**src/rtl/tetris_pkg.sv**
```systemverilog
// Shared types and constants for the tetris display path: cell codes, palette, screen size.
package tetris_pkg;

    typedef enum logic [2:0] {EMPTY, I, O, T, S, Z, J, L} cell_code_t;

    localparam int SCREEN_W = 160;
    localparam int SCREEN_H = 120;

    localparam logic [2:0] GRID_COLOUR = 3'b000;

    localparam logic [2:0] PALETTE [0:15] = '{
        3'b000, 3'b011, 3'b110, 3'b101, 3'b010, 3'b100, 3'b001, 3'b111,
        3'b100, 3'b010, 3'b001, 3'b110, 3'b011, 3'b101, 3'b111, 3'b010
    };

    // Counter width for a range of n values; never less than one bit.
    function automatic int cnt_w(input int n);
        return (n > 1) ? $clog2(n) : 1;
    endfunction

endpackage

```
**src/rtl/cell_pixel_walker.sv**
```systemverilog
// Raster walk over the pixels of one cell: px runs fastest, both counters wrap after the last pixel.
module cell_pixel_walker
    import tetris_pkg::*;
#(
    parameter int CELL_W = 6,
    parameter int CELL_H = 6
) (
    input  logic                        CLOCK_50,
    input  logic                        resetn,
    input  logic                        go,
    output logic [cnt_w(CELL_W)-1:0]    px,
    output logic [cnt_w(CELL_H)-1:0]    py,
    output logic                        last_px,
    output logic                        is_edge
);

    localparam int PX_W = cnt_w(CELL_W);
    localparam int PY_W = cnt_w(CELL_H);
    localparam logic [PX_W-1:0] PX_LAST = PX_W'(CELL_W - 1);
    localparam logic [PY_W-1:0] PY_LAST = PY_W'(CELL_H - 1);

    always_ff @(posedge CLOCK_50 or negedge resetn) begin
        if (!resetn) begin
            px <= '0;
            py <= '0;
        end else if (go) begin
            if (px == PX_LAST) begin
                px <= '0;
                py <= (py == PY_LAST) ? '0 : py + PY_W'(1);
            end else begin
                px <= px + PX_W'(1);
            end
        end
    end

    assign last_px = (px == PX_LAST) && (py == PY_LAST);
    assign is_edge = (px == PX_LAST) || (py == PY_LAST);

endmodule

```
**src/rtl/board_renderer.sv**
```systemverilog
// Snapshots the board on request and redraws changed cells through the palette
// onto the vga_adapter write port.
module board_renderer
    import tetris_pkg::*;
#(
    parameter int COLS     = 10,
    parameter int ROWS     = 20,
    parameter int CELL_W   = 6,
    parameter int CELL_H   = 6,
    parameter int CODE_W   = 3,
    parameter int COLOUR_W = 3,
    parameter int X_OFF    = 0,
    parameter int Y_OFF    = 0,
    parameter int GRID_EN  = 1
) (
    input  logic                          CLOCK_50,
    input  logic                          resetn,
    input  logic [ROWS*COLS*CODE_W-1:0]   board,
    input  logic                          start,
    input  logic                          force_full,
    output logic                          busy,
    output logic                          done,
    output logic [7:0]                    x,
    output logic [6:0]                    y,
    output logic [COLOUR_W-1:0]           colour,
    output logic                          plot
);

    localparam int N     = ROWS * COLS;
    localparam int IDX_W = cnt_w(N);
    localparam int COL_W = cnt_w(COLS);
    localparam int PX_W  = cnt_w(CELL_W);
    localparam int PY_W  = cnt_w(CELL_H);

    generate
        if (X_OFF + COLS * CELL_W > SCREEN_W) begin : g_bad_width
            $error("board_renderer: board does not fit the screen horizontally");
        end
        if (Y_OFF + ROWS * CELL_H > SCREEN_H) begin : g_bad_height
            $error("board_renderer: board does not fit the screen vertically");
        end
        if (CODE_W > 4) begin : g_bad_code
            $error("board_renderer: CODE_W exceeds palette index width");
        end
    endgenerate

    localparam logic [2:0] S_IDLE = 3'd0;
    localparam logic [2:0] S_SNAP = 3'd1;
    localparam logic [2:0] S_SCAN = 3'd2;
    localparam logic [2:0] S_DRAW = 3'd3;
    localparam logic [2:0] S_DONE = 3'd4;

    logic [2:0]          state;
    logic                full_now;
    logic                full_pend;
    logic [N*CODE_W-1:0] snap;
    logic [N*CODE_W-1:0] prev;
    logic [IDX_W-1:0]    idx;
    logic [COL_W-1:0]    col;
    logic [7:0]          cell_x;
    logic [6:0]          cell_y;

    logic [PX_W-1:0]     px;
    logic [PY_W-1:0]     py;
    logic                last_px;
    logic                is_edge;

    logic [CODE_W-1:0]   snap_code;
    logic [CODE_W-1:0]   prev_code;
    logic                dirty;
    logic                last_cell;
    logic                advance;
    logic [COLOUR_W-1:0] pix_colour;

    cell_pixel_walker #(
        .CELL_W (CELL_W),
        .CELL_H (CELL_H)
    ) u_walker (
        .CLOCK_50 (CLOCK_50),
        .resetn   (resetn),
        .go       (state == S_DRAW),
        .px       (px),
        .py       (py),
        .last_px  (last_px),
        .is_edge  (is_edge)
    );

    assign snap_code = snap[idx*CODE_W +: CODE_W];
    assign prev_code = prev[idx*CODE_W +: CODE_W];
    assign dirty     = full_now || (snap_code != prev_code);
    assign last_cell = (idx == IDX_W'(N - 1));
    assign advance   = !last_cell &&
                       (((state == S_SCAN) && !dirty) || ((state == S_DRAW) && last_px));
    assign busy      = (state != S_IDLE);

    always_comb begin
        pix_colour = COLOUR_W'(PALETTE[4'(snap_code)]);
        if ((GRID_EN != 0) && is_edge)
            pix_colour = COLOUR_W'(GRID_COLOUR);
    end

    // Cell position is tracked incrementally in pixel units so no divide or modulo is needed.
    always_ff @(posedge CLOCK_50 or negedge resetn) begin
        if (!resetn) begin
            idx    <= '0;
            col    <= '0;
            cell_x <= '0;
            cell_y <= '0;
        end else if (state == S_SNAP) begin
            idx    <= '0;
            col    <= '0;
            cell_x <= 8'(X_OFF);
            cell_y <= 7'(Y_OFF);
        end else if (advance) begin
            idx <= idx + IDX_W'(1);
            if (col == COL_W'(COLS - 1)) begin
                col    <= '0;
                cell_x <= 8'(X_OFF);
                cell_y <= cell_y + 7'(CELL_H);
            end else begin
                col    <= col + COL_W'(1);
                cell_x <= cell_x + 8'(CELL_W);
            end
        end
    end

    always_ff @(posedge CLOCK_50 or negedge resetn) begin
        if (!resetn) begin
            state     <= S_IDLE;
            full_now  <= 1'b0;
            full_pend <= 1'b1;
            snap      <= '0;
            prev      <= '0;
            done      <= 1'b0;
            plot      <= 1'b0;
            x         <= '0;
            y         <= '0;
            colour    <= '0;
        end else begin
            done <= 1'b0;
            plot <= 1'b0;
            case (state)
                S_IDLE: begin
                    if (start) begin
                        full_now <= force_full | full_pend;
                        state    <= S_SNAP;
                    end
                end
                S_SNAP: begin
                    snap  <= board;
                    state <= S_SCAN;
                end
                S_SCAN: begin
                    if (dirty)
                        state <= S_DRAW;
                    else if (last_cell)
                        state <= S_DONE;
                end
                S_DRAW: begin
                    plot   <= 1'b1;
                    x      <= cell_x + 8'(px);
                    y      <= cell_y + 7'(py);
                    colour <= pix_colour;
                    if (last_px) begin
                        prev[idx*CODE_W +: CODE_W] <= snap_code;
                        state <= last_cell ? S_DONE : S_SCAN;
                    end
                end
                S_DONE: begin
                    done      <= 1'b1;
                    full_pend <= 1'b0;
                    state     <= S_IDLE;
                end
                default: state <= S_IDLE;
            endcase
        end
    end

endmodule
```
**config.mk**
```make
export PLATFORM = sky130hd
export DESIGN_NAME = board_renderer
export DESIGN_NICKNAME = d
export VERILOG_FILES = /design/src/rtl/tetris_pkg.sv /design/src/rtl/cell_pixel_walker.sv /design/src/rtl/board_renderer.sv
export SDC_FILE = /design/constraint.sdc
export NUM_CORES = 2
export LEC_CHECK = 0
export CAP_MARGIN = 0
export CELL_PAD_IN_SITES_DETAIL_PLACEMENT = 0
export CELL_PAD_IN_SITES_GLOBAL_PLACEMENT = 1
export CORE_ASPECT_RATIO = 1.4
export CORE_UTILIZATION = 48
export DETAILED_ROUTE_END_ITERATION = 12
export PLACE_DENSITY = 0.95
export SYNTH_ARGS = -nofsm -noshare
export SYNTH_HDL_FRONTEND = slang
export SYNTH_HIERARCHICAL = 1
export SYNTH_SLANG_ARGS = --single-unit
```
**constraint.sdc**
```tcl
create_clock -name CLOCK_50 -period 6.06 [get_ports CLOCK_50]
set_clock_uncertainty 0.05 [all_clocks]
set_input_delay 1.212 -clock CLOCK_50 [delete_from_list [all_inputs] [get_ports CLOCK_50]]
set_output_delay 1.212 -clock CLOCK_50 [all_outputs]
set_load 0.01 [all_outputs]
```
==> results_dict.tcl <==
set metrics [dict create \
    clockBufferDepth 3 \
    cp_common_cell "buf_4" \
    syn_to_final_growth_pct 20.94 \
    cts_root_buffer "clkbuf_16" \
    power_density_nw_per_um2 333.5 \
    clock_sinks 1256 \
    final_antenna_net_count 0 \
    whs_ps 414.1 \
    internal_power_mw 15.65 \
    dpl.hpwl_um 156800 \
    stdcell_area_um2 71870 \
    rr_endpoint "cell_x[5]$_DFFE_PN0P_" \
    outcome "finished with violations" \
    synth_largest_area_cell "dfrtp_1" \
    r2r_start "idx[2]$_DFFE_PN0P_" \
    nFillCells 10050 \
    h-tree-depth 3 \
    synth_area_per_cell_um2 10.07 \
    pwr-share-clk_pct 33.5 \
    syn_area_um2 59420 \
    grt_pass1_wl_um 331900 \
    pwr-share-seq_pct 37.7 \
    drv_slew 6 \
    p_sw_mw 8.315 \
    grt_max_degree 265 \
    slew_headroom_pct -0.6973 \
    numCtsBuffers 116 \
    min_period_over_period_pct 102.6 \
    wl_per_cell_um 27.57 \
    crit_path_start_kind "register" \
    synth_seq_cells 1256 \
    cap_violations 1 \
    power.leakage_nw 31.72 \
    synth_cells 5901 \
    slowest_stage "a311oi_1" \
    async_flop_share_pct 100.0 \
    layout-drive-gt1-share_pct 12.39 \
    core-area_um2 122700 \
    fin_ws_ps -158.7 \
    antenna_found_initial 23 \
    worstPathArrival_ps 6830 \
    worst_pin_slew_ps 1507 \
    slowest_delay_ps 1010 \
    ir_worst_vdd_uv 290.0 \
    yosysTopAreaCellShare_pct 52.85 \
    crit_type "reg2reg" \
    hold_violations 0 \
    post_cts_buffers 0 \
    worstHoldPathType "in2async" \
    ios 625 \
    fp-row-count 152 \
    synth_ff_type "dfrtp_1" \
    nets 7043 \
    placed_area_um2 67670 \
    overflow 0 \
    numPortBuffers 624 \
    swShare_pct 34.70 \
    synth_edf_count 0 \
    firstDrtPassIters 7 \
    combinationalPowerShare_pct 28.8 \
    path_cells "nor2_2, buf_4, a22oi_1, and3_1, a311oi_1, buf_4, o32ai_1, a21oi_1, nor3_1, a2111oi_4, a31oi_2, buf_4, nand2b_1, o41ai_1" \
    regToRegSetupSlack_ps -160 \
    worstPathRequired_ps 6670 \
    worstPathMaxFanout 37 \
    routed_wl_um 224900 \
    max_freq_mhz 160.8 \
    die_area_um2 125200 \
    cts-resized-gates 0 \
    die_w_um 299.4 \
    ff2ff_path_depth 14 \
    vias 51580 \
    drt_iter0_drc 7322 \
    drc_errors 0 \
    ys_seq_area_share_pct 52.90 \
    syn_nets 6518 \
    ctsHoldBuffers 0 \
    routabilityCongestion 1.020 \
    end_kind "register" \
    ys_top_cells_by_area "dfrtp_1, nand2_1, mux4_2" \
    min_period_ps 6219 \
    finalSetupViolations 10 \
    cts_tree "built" \
    clk_latency_ps 780 \
    viasPerCell 6.323 \
    ys_types 86 \
    yosys_warnings 6 \
    die_h_um 418.3 \
    grt_usage_pct 35.94 \
    first_global_vias 51290 \
    initial_utilization_pct 48.44 \
    violations "capacitance limit, slew limit, setup timing" \
    path_clk_slew_ps 70 \
]
==> sequential cells by signal, summed over array words and instances (netlist names) <==
| name | cells |
|---|---|
| cell_x | 7 |
| cell_y | 6 |
| col | 4 |
| colour | 3 |
| done | 1 |
| full_now | 1 |
| full_pend | 1 |
| idx | 8 |
| plot | 1 |
| prev | 600 |
| snap | 600 |
| state | 3 |
| u_walker/px | 3 |
| u_walker/py | 3 |
| x | 8 |
| y | 7 |
==> metrics by stage <==
stage	util [%]	setup TNS [ps]	setup slack [ps]	instances	total power, mW
4_1_cts	58.54	0	455.6	8140	23.72
6_report	58.59	-823.2	-158.7	8157	23.96
5_1_grt	58.58	-29.27	-29.27	8152	24.45
3_5_place_dp	55.16	0	475.9	7924	15.82
2_1_floorplan	-	0	2028	5901	12.95
3_3_place_gp	55.16	0	468.7	7924	15.75
==> power by group through the flow <==
stage	logic, mW	clock network (mW)	registers, mW
6_report	6.91	8.02	9.04
5_1_grt	7.06	8.33	9.06
4_1_cts	6.66	8.03	9.03
3_5_place_dp	6.64	0	9.18
3_3_place_gp	6.58	0	9.17
2_1_floorplan	3.97	0	8.98
==> logic make-up after synthesis <==
family,share of synthesized area (%)
fa+ha+maj,0.2737
flops,52.90
mux,13.53
xor+xnor,0.3980
buf+inv,3.698
compound gates,11.56
simple gates,17.64
==> how the worst max path moves through the flow <==
stage                                  endpoint  slack (ps)                from  depth (start not counted)
final                     cell_x[5]$_DFFE_PN0P_        -160  idx[2]$_DFFE_PN0P_                         14
after detailed placement   prev[40]$_DFFE_PN0P_         480  idx[2]$_DFFE_PN0P_                          9
after global placement    cell_x[5]$_DFFE_PN0P_         470  idx[2]$_DFFE_PN0P_                         14
after CTS                 cell_x[5]$_DFFE_PN0P_         460  idx[2]$_DFFE_PN0P_                         13
after floorplan           prev[589]$_DFFE_PN0P_        2030  idx[0]$_DFFE_PN0P_                         17
after global routing      cell_x[5]$_DFFE_PN0P_         -30  idx[2]$_DFFE_PN0P_                         14
==> Yosys cell counts, types with 4 or more instances <==
cell type / n
mux2_2: 71
a22oi_1: 67
buf_2: 53
nand3b_1: 8
buf_6: 18
a21oi_1: 33
dfrtp_1: 1255
mux4_2: 256
o21ai_1: 4
nand3_1: 81
or3_1: 14
o22ai_1: 21
buf_8: 9
buf_12: 8
buf_1: 13
xnor2_1: 21
ha_1: 13
clkbuf_1: 333
o221ai_1: 5
or2_2: 6
and3_1: 14
a31oi_1: 4
nor2b_1: 12
o41ai_1: 193
inv_1: 17
xor2_1: 6
a221oi_1: 8
nand2b_1: 12
buf_4: 7
o211ai_1: 4
nor4_1: 12
and2_1: 8
nor2_1: 83
a22o_1: 11
mux2i_1: 144
nand4_1: 10
nor3_1: 18
o31ai_1: 228
nand2_1: 2358
o21ai_0: 389
==> per-layer routing <==
metal  global-route usage (%)  up-vias  part of all wire, %
met1                    41.77    25150                   33
met4                    31.30       12                   10
met5                        0        -                0.033
met3                    9.239     1087                   11
li1                         -    21640                    -
met2                    55.37     3684                   45
==> cells in the final DEF (no fill, tap or decap), drive strengths merged, types with 19 or more instances in the layout <==
master and count:
nand2 2358, dfrtp 1255, clkdlybuf4s50 623, o21ai 393
mux4 256, o31ai 228, buf 224, o41ai 195
clkbuf 157, mux2i 144, nor2 85, nand3 82
mux2 74, a22oi 67, clkinv 34, a21oi 33
inv 23, o22ai 22, xnor2 21, nor3 21
bufinv 19
==> worst max-delay path, delay by kind of cell, from the launching register on <==
| kind | cells | cell delay (ps) |
|---|---|---|
| flops | 1 | 720 |
| compound gates | 7 | 2800 |
| buf+inv | 3 | 900 |
| simple gates | 4 | 1530 |
==> cell type report <==
| class | instances | area (um2) | area share, % |
|---|---|---|---|
| Multi-Input combinational cell | 4182 | 25900 | 36.04 |
| Tap cell | 1617 | 2023 | 2.815 |
| Clock inverter | 60 | 914.6 | 1.273 |
| Timing Repair Buffer | 848 | 8238 | 11.46 |
| Sequential cell | 1256 | 31440 | 43.75 |
| Clock buffer | 156 | 3223 | 4.485 |
| Inverter | 22 | 82.58 | 0.1149 |
| Antenna cell | 16 | 40.04 | 0.05571 |
No activity file was read; power rests on OpenSTA's default activity.
